## src/rtl/adder_pkg.sv

```systemverilog
// Shared constants and helpers for the carry-lookahead adder.
package adder_pkg;

  // Width of one first-level lookahead group.
  localparam int ADDER_GROUP = 4;

  // Operand width used when the adder is not parameterised explicitly.
  localparam int ADDER_DEFAULT_WIDTH = 32;

  // Number of 4-bit lookahead groups needed to cover a given operand width.
  function automatic int adder_groups(input int width);
    return width / ADDER_GROUP;
  endfunction

endpackage

```

## src/rtl/adder_32_cla4.sv

```systemverilog
// cla4: 4-bit carry-lookahead slice. Produces the slice sum from its own
// carry-in, plus group generate/propagate for the second lookahead level.
module cla4
  import adder_pkg::*;
(
  input  logic [ADDER_GROUP-1:0] a,
  input  logic [ADDER_GROUP-1:0] b,
  input  logic                   cin,
  output logic [ADDER_GROUP-1:0] sum,
  output logic                   g_grp,
  output logic                   p_grp
);

  logic [ADDER_GROUP-1:0] g;
  logic [ADDER_GROUP-1:0] p;
  logic [ADDER_GROUP-1:0] c;

  // Bit-level generate/propagate, flat lookahead carries, and group G/P.
  always_comb begin
    g = a & b;
    p = a ^ b;

    c[0] = cin;
    c[1] = g[0] | (p[0] & cin);
    c[2] = g[1] | (p[1] & g[0]) | (p[1] & p[0] & cin);
    c[3] = g[2] | (p[2] & g[1]) | (p[2] & p[1] & g[0])
         | (p[2] & p[1] & p[0] & cin);

    sum = p ^ c;

    // Group G/P deliberately exclude cin so the next level can flatten carries.
    g_grp = g[3] | (p[3] & g[2]) | (p[3] & p[2] & g[1])
          | (p[3] & p[2] & p[1] & g[0]);
    p_grp = &p;
  end

endmodule

```

## src/rtl/adder_32.sv

```systemverilog
// adder_32: WIDTH-bit two-level carry-lookahead adder (a + b + cin) with a
// combinational result/carry and a one-cycle registered copy.
// WIDTH must be a multiple of 4 and at least 4.
// Optional feature macro ADDER_OVF_EN adds o_ovf / o_ovf_q (signed overflow).
module adder_32
  import adder_pkg::*;
#(
  parameter int WIDTH = ADDER_DEFAULT_WIDTH
) (
  input  logic             i_clk,
  input  logic             i_rst,
  input  logic             i_en,
  input  logic [WIDTH-1:0] i_a,
  input  logic [WIDTH-1:0] i_b,
  input  logic             i_cin,
  output logic [WIDTH-1:0] o_result,
  output logic             o_cout,
  output logic [WIDTH-1:0] o_result_q,
  output logic             o_cout_q,
  output logic             o_valid_q
`ifdef ADDER_OVF_EN
  ,
  output logic             o_ovf,
  output logic             o_ovf_q
`endif
);

  localparam int NUM_GROUPS = adder_groups(WIDTH);

  logic [NUM_GROUPS-1:0] g_grp;
  logic [NUM_GROUPS-1:0] p_grp;
  logic [NUM_GROUPS:0]   c_grp;
  logic [WIDTH-1:0]      sum;
  logic                  carry_acc;
  logic                  prop_run;

  // First lookahead level: one cla4 per 4-bit slice.
  for (genvar gi = 0; gi < NUM_GROUPS; gi++) begin : g_slice
    cla4 u_cla4 (
      .a     (i_a[gi*ADDER_GROUP +: ADDER_GROUP]),
      .b     (i_b[gi*ADDER_GROUP +: ADDER_GROUP]),
      .cin   (c_grp[gi]),
      .sum   (sum[gi*ADDER_GROUP +: ADDER_GROUP]),
      .g_grp (g_grp[gi]),
      .p_grp (p_grp[gi])
    );
  end

  // Second lookahead level: each group carry is a flat sum of products of the
  // lower groups' G/P and i_cin, so no carry ripples from group to group.
  always_comb begin
    // NOTE: every always_comb output gets a default first so no path leaves
    // it unassigned, which is what would otherwise infer a latch.
    c_grp     = '0;
    carry_acc = 1'b0;
    prop_run  = 1'b1;
    c_grp[0]  = i_cin;
    for (int k = 1; k <= NUM_GROUPS; k++) begin
      carry_acc = 1'b0;
      prop_run  = 1'b1;
      for (int j = k - 1; j >= 0; j--) begin
        carry_acc = carry_acc | (g_grp[j] & prop_run);
        prop_run  = prop_run & p_grp[j];
      end
      c_grp[k] = carry_acc | (prop_run & i_cin);
    end
  end

  assign o_result = sum;
  assign o_cout   = c_grp[NUM_GROUPS];

`ifdef ADDER_OVF_EN
  logic msb_cin;

  // Carry into the MSB recovered from its sum bit; overflow is that XOR carry-out.
  always_comb begin
    msb_cin = i_a[WIDTH-1] ^ i_b[WIDTH-1] ^ sum[WIDTH-1];
    o_ovf   = msb_cin ^ o_cout;
  end
`endif

  // Output registers: reset wins over enable; valid marks the cycle after i_en.
  always_ff @(posedge i_clk) begin
    // NOTE: reset is synchronous and only touches these registers; the
    // combinational sum keeps tracking its inputs during reset.
    if (i_rst) begin
      // NOTE: sequential state uses non-blocking assignments so every register
      // samples pre-edge values regardless of statement order.
      o_result_q <= '0;
      o_cout_q   <= 1'b0;
      o_valid_q  <= 1'b0;
`ifdef ADDER_OVF_EN
      o_ovf_q    <= 1'b0;
`endif
    end else if (i_en) begin
      o_result_q <= o_result;
      o_cout_q   <= o_cout;
      o_valid_q  <= 1'b1;
`ifdef ADDER_OVF_EN
      o_ovf_q    <= o_ovf;
`endif
    end else begin
      o_valid_q  <= 1'b0;
    end
  end

endmodule

```

## config.mk

```make
export PLATFORM = sky130hd
export DESIGN_NAME = adder_32
export DESIGN_NICKNAME = d
export VERILOG_FILES = /design/src/rtl/adder_pkg.sv /design/src/rtl/adder_32_cla4.sv /design/src/rtl/adder_32.sv
export SDC_FILE = /design/constraint.sdc
export NUM_CORES = 1
export LEC_CHECK = 0
export ABC_AREA = 1
export BUFFER_PORTS_ARGS = -buffer_cell sky130_fd_sc_hd__buf_2
export CAP_MARGIN = 20
export CORE_ASPECT_RATIO = 0.5
export CORE_MARGIN = 1.5
export CORE_UTILIZATION = 35
export CTS_CLUSTER_DIAMETER = 50
export DETAILED_ROUTE_END_ITERATION = 10
export PLACE_DENSITY = 0.61
export SLEW_MARGIN = 20
export SYNTH_ARGS = -nofsm -noshare
export SYNTH_HDL_FRONTEND = slang
export SYNTH_SLANG_ARGS = --single-unit
```

## constraint.sdc

```tcl
create_clock -name i_clk -period 2 [get_ports i_clk]
set_input_delay 0 -clock i_clk [delete_from_list [all_inputs] [get_ports i_clk]]
set_output_delay 0 -clock i_clk [all_outputs]
set_load 0.01 [all_outputs]
```

# After elaboration in Yosys (flattened, before gate mapping)
# Index checks and enable logic that the tools add are counted.
# op_classes
addsub	0
n_mul	0
n_div	0
n_lt_le_gt_ge	0
eq_ne	0
shifts	0
mux	1
n_bitwise	308
n_reduce_logical	8
# op_table
op	count
AND 1 bit	176
bitwise OR 1 bit	108
XOR 4 bit	16
AND 4 bit	8
AND reduction 4 bit	8
two-way mux 1 bit	1
# word_totals
reg_bits	34
latchBits	0
mem_bits_rw	0
mem_bits_ro	0
out_inout_bits	67
n_memories	0

# Logic depth before layout (Yosys ltp)
# logic_depth
word_depth	16
ltp_mapped	17

# By module
# Synthesis repeated with hierarchy kept, for this count alone.
# unflattened
cells_unflattened	468
hier_area_um2	3131.8
# modules_own_cells
mod	instances	cells_per_inst	area_per_inst_um2	seq_area_each_um2
cla4	8	32	210.2	0.0
adder_32	1	212	1450.1	680.7

# Worst setup path after synthesis
# OpenSTA, ideal clock, no wires.
# synth_path
kind	input to register
from	input port i_a[14]
to	register o_result_q[25]
setup_time_ps	116
t_arrival_ps	1767
slack_ps	117
cell_stages	13
path_cell_list	ha_1 > nand2_1 > inv_1 > nand2_1 > nand2_1 > nand2_1 > nand3_2 > nor2_1 > nand2_2 > fa_1 > xor2_1 > o21ai_0 > inv_1
# synth_via
elab_chain_len	14
elab_cells_between_ends	28
classes_between	bitwise (27); reduce/logical (1)
# synth_rtl
element	line_no	rtl
start, declared	adder_32.sv:13	input logic [WIDTH-1:0] i_a,
AND 4 bit or XOR 4 bit (tied branches)	adder_32_cla4.sv:20, adder_32_cla4.sv:21	
AND 1 bit (on tied branches)	adder_32_cla4.sv:32, adder_32_cla4.sv:33	
bitwise OR 1 bit (tied with other cells)	adder_32_cla4.sv:32	g_grp = g[3] | (p[3] & g[2]) | (p[3] & p[2] & g[1])
bitwise OR 1 bit or AND 1 bit (tied branches)	adder_32_cla4.sv:32, adder_32_cla4.sv:33	
bitwise OR 1 bit	adder_32_cla4.sv:33	| (p[3] & p[2] & p[1] & g[0]);
AND 1 bit	adder_32.sv:62	carry_acc = carry_acc | (g_grp[j] & prop_run);
bitwise OR 1 bit (4 in a row)	adder_32.sv:62	
bitwise OR 1 bit (*)	adder_32.sv:65	c_grp[k] = carry_acc | (prop_run & i_cin);
AND 1 bit (*)	adder_32_cla4.sv:24	c[1] = g[0] | (p[0] & cin);
bitwise OR 1 bit (*)	adder_32_cla4.sv:24	
XOR 4 bit (*)	adder_32_cla4.sv:29	sum = p ^ c;
named net o_result[25]	adder_32.sv:16	output logic [WIDTH-1:0] o_result,
end signal, assigned	adder_32.sv:96	o_result_q <= o_result;
end, declared	adder_32.sv:18	output logic [WIDTH-1:0] o_result_q,
# The timed path passes the listed nets; every way through them passes the cells marked *.
# A chain may end at the register's enable or synchronous reset.

# Final worst setup path
# layout_path
from	input port i_a[15]
to	output port o_result[25]
# layout_via
elab_chain_len	14
elab_cells_between_ends	28
classes_between	bitwise (27); reduce/logical (1)
# layout_rtl
element	line_no	rtl
XOR 4 bit	adder_32_cla4.sv:21	p = a ^ b;
AND 1 bit (on tied branches)	adder_32_cla4.sv:32, adder_32_cla4.sv:33	
bitwise OR 1 bit (tied with other cells)	adder_32_cla4.sv:32	
bitwise OR 1 bit or AND 1 bit (tied branches)	adder_32_cla4.sv:32, adder_32_cla4.sv:33	
bitwise OR 1 bit	adder_32_cla4.sv:33	
AND 1 bit	adder_32.sv:62	
bitwise OR 1 bit (4 in a row)	adder_32.sv:62	
bitwise OR 1 bit (*)	adder_32.sv:65	
AND 1 bit (*)	adder_32_cla4.sv:24	
bitwise OR 1 bit (*)	adder_32_cla4.sv:24	
XOR 4 bit (*)	adder_32_cla4.sv:29	
end, declared	adder_32.sv:16	
# Every way passes the cells marked *; elsewhere a longest branch is shown, timed or not.

==> Flow_metrics.wiki <==
{| class="wikitable"
! Metric !! Value
|-
| Final RePlAce weighted congestion || 0.853
|-
| Maximum net fanout on the critical path || 3
|-
| Syn-to-layout area delta || 38.6%
|-
| Pin count of the biggest net entering global routing || 28
|-
| Sequential share of power || 0.278
|-
| Final critical-path share of the clock period || 0.929
|-
| Post-layout nets || just over 700
|-
| Final Cell Area || between 4000 and 5000 um^2
|-
| Post-synthesis cell type with the largest combined area || dfxtp_1
|-
| Outcome || completed
|-
| Detail-routed via count per cell || roughly 4.4
|-
| Aggregate negative setup slack || 0 ps
|-
| Max-cap violations || 0
|-
| Routed wire length per instance || between 10 and 15 um
|-
| Ports placed on the boundary || 135
|-
| Power density of the placed cells || about 670 nW/um^2
|-
| Antenna fix cells || 0
|-
| Worst hold path stage count || 4
|-
| Number of cells in the finished layout apart from fillers || about 720
|-
| Data required time of the critical path || roughly 2000 ps
|-
| Post-detailed-placement cell area || around 4000 um^2
|-
| Die outline height || about 68 um
|-
| Finish-stage setup viols || 0
|-
| Final HPWL from detailed placement || about 6600 um
|-
| Number of enable-type register cells in the synthesized netlist || 0
|-
| Leakage power || 2.52 nW
|-
| Switch Pwr || approximately 0.97 mW
|-
| Top cell type's share of synthesized area || 0.228
|-
| CTS root buffer || clkbuf_16
|-
| Placement row count || 23
|-
| Number of unique standard cell types used by synthesis || 31
|-
| GR Layer Usage met3 || 0.0474
|-
| Wire length of the first global-routing pass || ~13000 um
|-
| Internal Power || 1.81 mW
|-
| Yosys warnings || 0
|-
| Core occupancy in the finished layout || 0.508
|-
| Antenna violations before repair || 0
|-
| Width of the die || 134 um
|-
| Capture endpoint of the worst hold path || o_result_q[8]$_SDFFE_PP0P_
|-
| Flip-flop and latch count after synthesis || 34
|-
| Sequential element share of the synthesized area || 0.228
|-
| Count of clock tree sinks || 34
|-
| Floorplan Core Area || between 8000 and 9000 um^2
|-
| # H-tree levels || 2
|-
| Launch instance of the worst min-delay path || i_b[8]
|-
| Max-slew headroom || 0.612
|-
| Worst VDD drop || around 380 uV
|-
| Startpoint class of the critical path || input port
|-
| Die Footprint || 9120 um^2
|-
| Via count of the first global-routing pass || ~2900
|-
| Layout cells sized above 1 || 0.334
|-
| Peak Freq || 538 MHz
|-
| Mean instance size in the synthesized netlist || around 6.6 um^2
|-
| Clk network pwr share || 0.318
|-
| Transition time at the pin with the least slew margin || 578 ps
|-
| Crit end category || output pin
|-
| Post-synth top flop || dfxtp_1
|-
| Number of nets in the synthesized netlist || 560
|-
| Post-synthesis async set-or-reset flop share || 0
|-
| Buffer levels on the longest clock path || 2
|-
| Cts bufs inserted || 5
|-
| Endpoints failing hold || 0
|-
| Comb pwr share || 0.404
|-
| Worst setup path category || input port to output pin
|-
| Critical R2R Launch || o_result_q[5]$_SDFFE_PP0P_
|-
| Hold/Removal Path Class || input port to flip-flop
|-
| DRC || 0
|-
| Leading cell types by total area after synthesis || dfxtp_1 (23%), ha_1 (13%), nand2_1 (13%)
|-
| Clock-pin transition on the worst setup and hold timing paths || around 60 ps
|-
| Number of filler cells placed in the layout || 852
|-
| Number of instances in the placed design || 715
|-
| Area of the mapped netlist || a little under 3000 um^2
|-
| Setup repair after global routing missed its margin || no
|-
| Number of violations reported at the end of detailed-routing iteration 0 || 99
|-
| Count of pins over their slew limit || 0
|-
| Grt met1 use || 0.235
|-
| Number of port buffers || 134
|-
| Routed wire length || approximately 8100 um
|-
| Max Clock Skew || 0 ps
|-
| End of the worst register-to-register path || o_result_q[5]$_SDFFE_PP0P_
|-
| Total number of vias || about 3200
|-
| Post-synthesis instance total || 452
|-
| Final global-route overflow total || 0
|-
| Initial Utilization || 0.366
|-
| Reg2reg path depth || 4
|-
| Switch share || 0.349
|-
| Data arrival at the endpoint of the critical path || about 1900 ps
|-
| Clock tree from TritonCTS || done
|-
| Global Route Usage Sum || 0.180
|-
| Met2 track utilization from global routing || 0.310
|-
| Flop-to-flop setup slack || roughly 1300 ps
|-
| Residual antenna-violating net count after detailed routing || 0
|-
| Minimum clock period after layout || 1860 ps
|-
| Hold-fix buffers, CTS || 0
|-
| Clock network latency to the later pin of the worst-skew pair || 280 ps
|-
| DRT Pass-1 Iters || 4
|-
| Layer with the highest usage after global routing || met2
|}
power by group through the flow:
stage	combinational, mW	sequential (mW)	clock, mW
after detailed placement	1.13	0.788	0
after global routing	1.27	0.782	0.934
after global placement	1.12	0.787	0
after floorplan	0.635	0.821	0
final	1.13	0.774	0.885
after CTS	1.14	0.775	0.907
critical path, cell delays in order:
cell and delay [ps]:
buf_2 100, ha_1 320, nand2_1 100, inv_1 60, nand2_1 60, nand2_1 90
nand2_1 100, nand3_2 80, nor2_1 140, nand2_2 80, fa_1 380, xor2_1 190
buf_2 170
timing repair:
action,in CTS,in global routing
endpoints found under the setup margin,0,5
buffers inserted,0,0
resized for setup,0,4
per-stage QoR:
step                      total power, mW  setup slack (ps)  hold WS [ps]
after floorplan                      1.46               117           160
after global placement               1.91             -32.1           399
after detailed placement             1.92             -64.4           405
after CTS                            2.82              65.1           157
after global routing                 2.99              6.09           208
final                                2.79               142           159
layout make-up:
cell class,instances,area (um^2),area share
clock buffers,5,125,0.0303
clock inverters,3,40.0,0.00969
inverters,75,282,0.0681
multi-input cells,334,2000,0.484
flip-flops and latches,34,681,0.165
well taps,112,140,0.0339
repair buffers,160,866,0.209
cell usage after synthesis, types with 3 or more instances:
library cell	number
nor2_4	6
a21oi_1	14
ha_1	32
fa_1	8
dfxtp_1	34
xnor2_1	3
o21ai_0	22
inv_2	7
nor2_1	70
and3_1	3
nand3_2	4
inv_1	67
clkbuf_1	7
a21oi_2	3
xor2_1	9
nand3_1	33
nand2_1	104
o21bai_1	4
nand2_2	7
layer usage:
| layer | vias to the layer above | wire length (um) |
|---|---|---|
| met5 | - | 0 |
| met4 | 0 | 24 |
| met3 | 2 | 443 |
| met2 | 63 | 3550 |
| met1 | 1367 | 4080 |
| li1 | 1731 | - |
worst max path at each step:
| stage | from | to | depth (start not counted) |
|---|---|---|---|
| after global placement | i_a[1] | o_result_q[13]$_SDFFE_PP0P_ | 14 |
| after detailed placement | i_a[1] | o_result_q[13]$_SDFFE_PP0P_ | 14 |
| after global routing | i_a[15] | o_result[29] | 13 |
| after CTS | i_a[1] | o_result[29] | 13 |
| final | i_a[15] | o_result[25] | 13 |
| after floorplan | i_a[14] | o_result_q[25]$_SDFFE_PP0P_ | 13 |
logic make-up after synthesis:
| logic type | Yosys count | synth area share |
|---|---|---|
| buffers and inverters | 84 | 0.106 |
| DFF | 34 | 0.228 |
| and+or+nand+nor | 232 | 0.345 |
| AOI/OAI and AO/OA | 50 | 0.0973 |
| xor gates and xnor gates | 12 | 0.0352 |
| adders and majority gates | 40 | 0.188 |
flip-flops by register name, summed over array words and instances (netlist names):
register    flops
o_result_q     32
o_cout_q        1
o_valid_q       1
cells in the final DEF (no fill, tap or decap), types with 8 or more instances in the layout:
cell type  count
buf_2        134
nand2_1      102
nor2_1        69
inv_1         67
dfxtp_1       34
nand3_1       33
ha_1          32
buf_4         26
o21ai_0       22
a21oi_1       14
xor2_1         9
nand2_2        9
fa_1           8
Note: power is estimated with default switching activity, not from simulation.
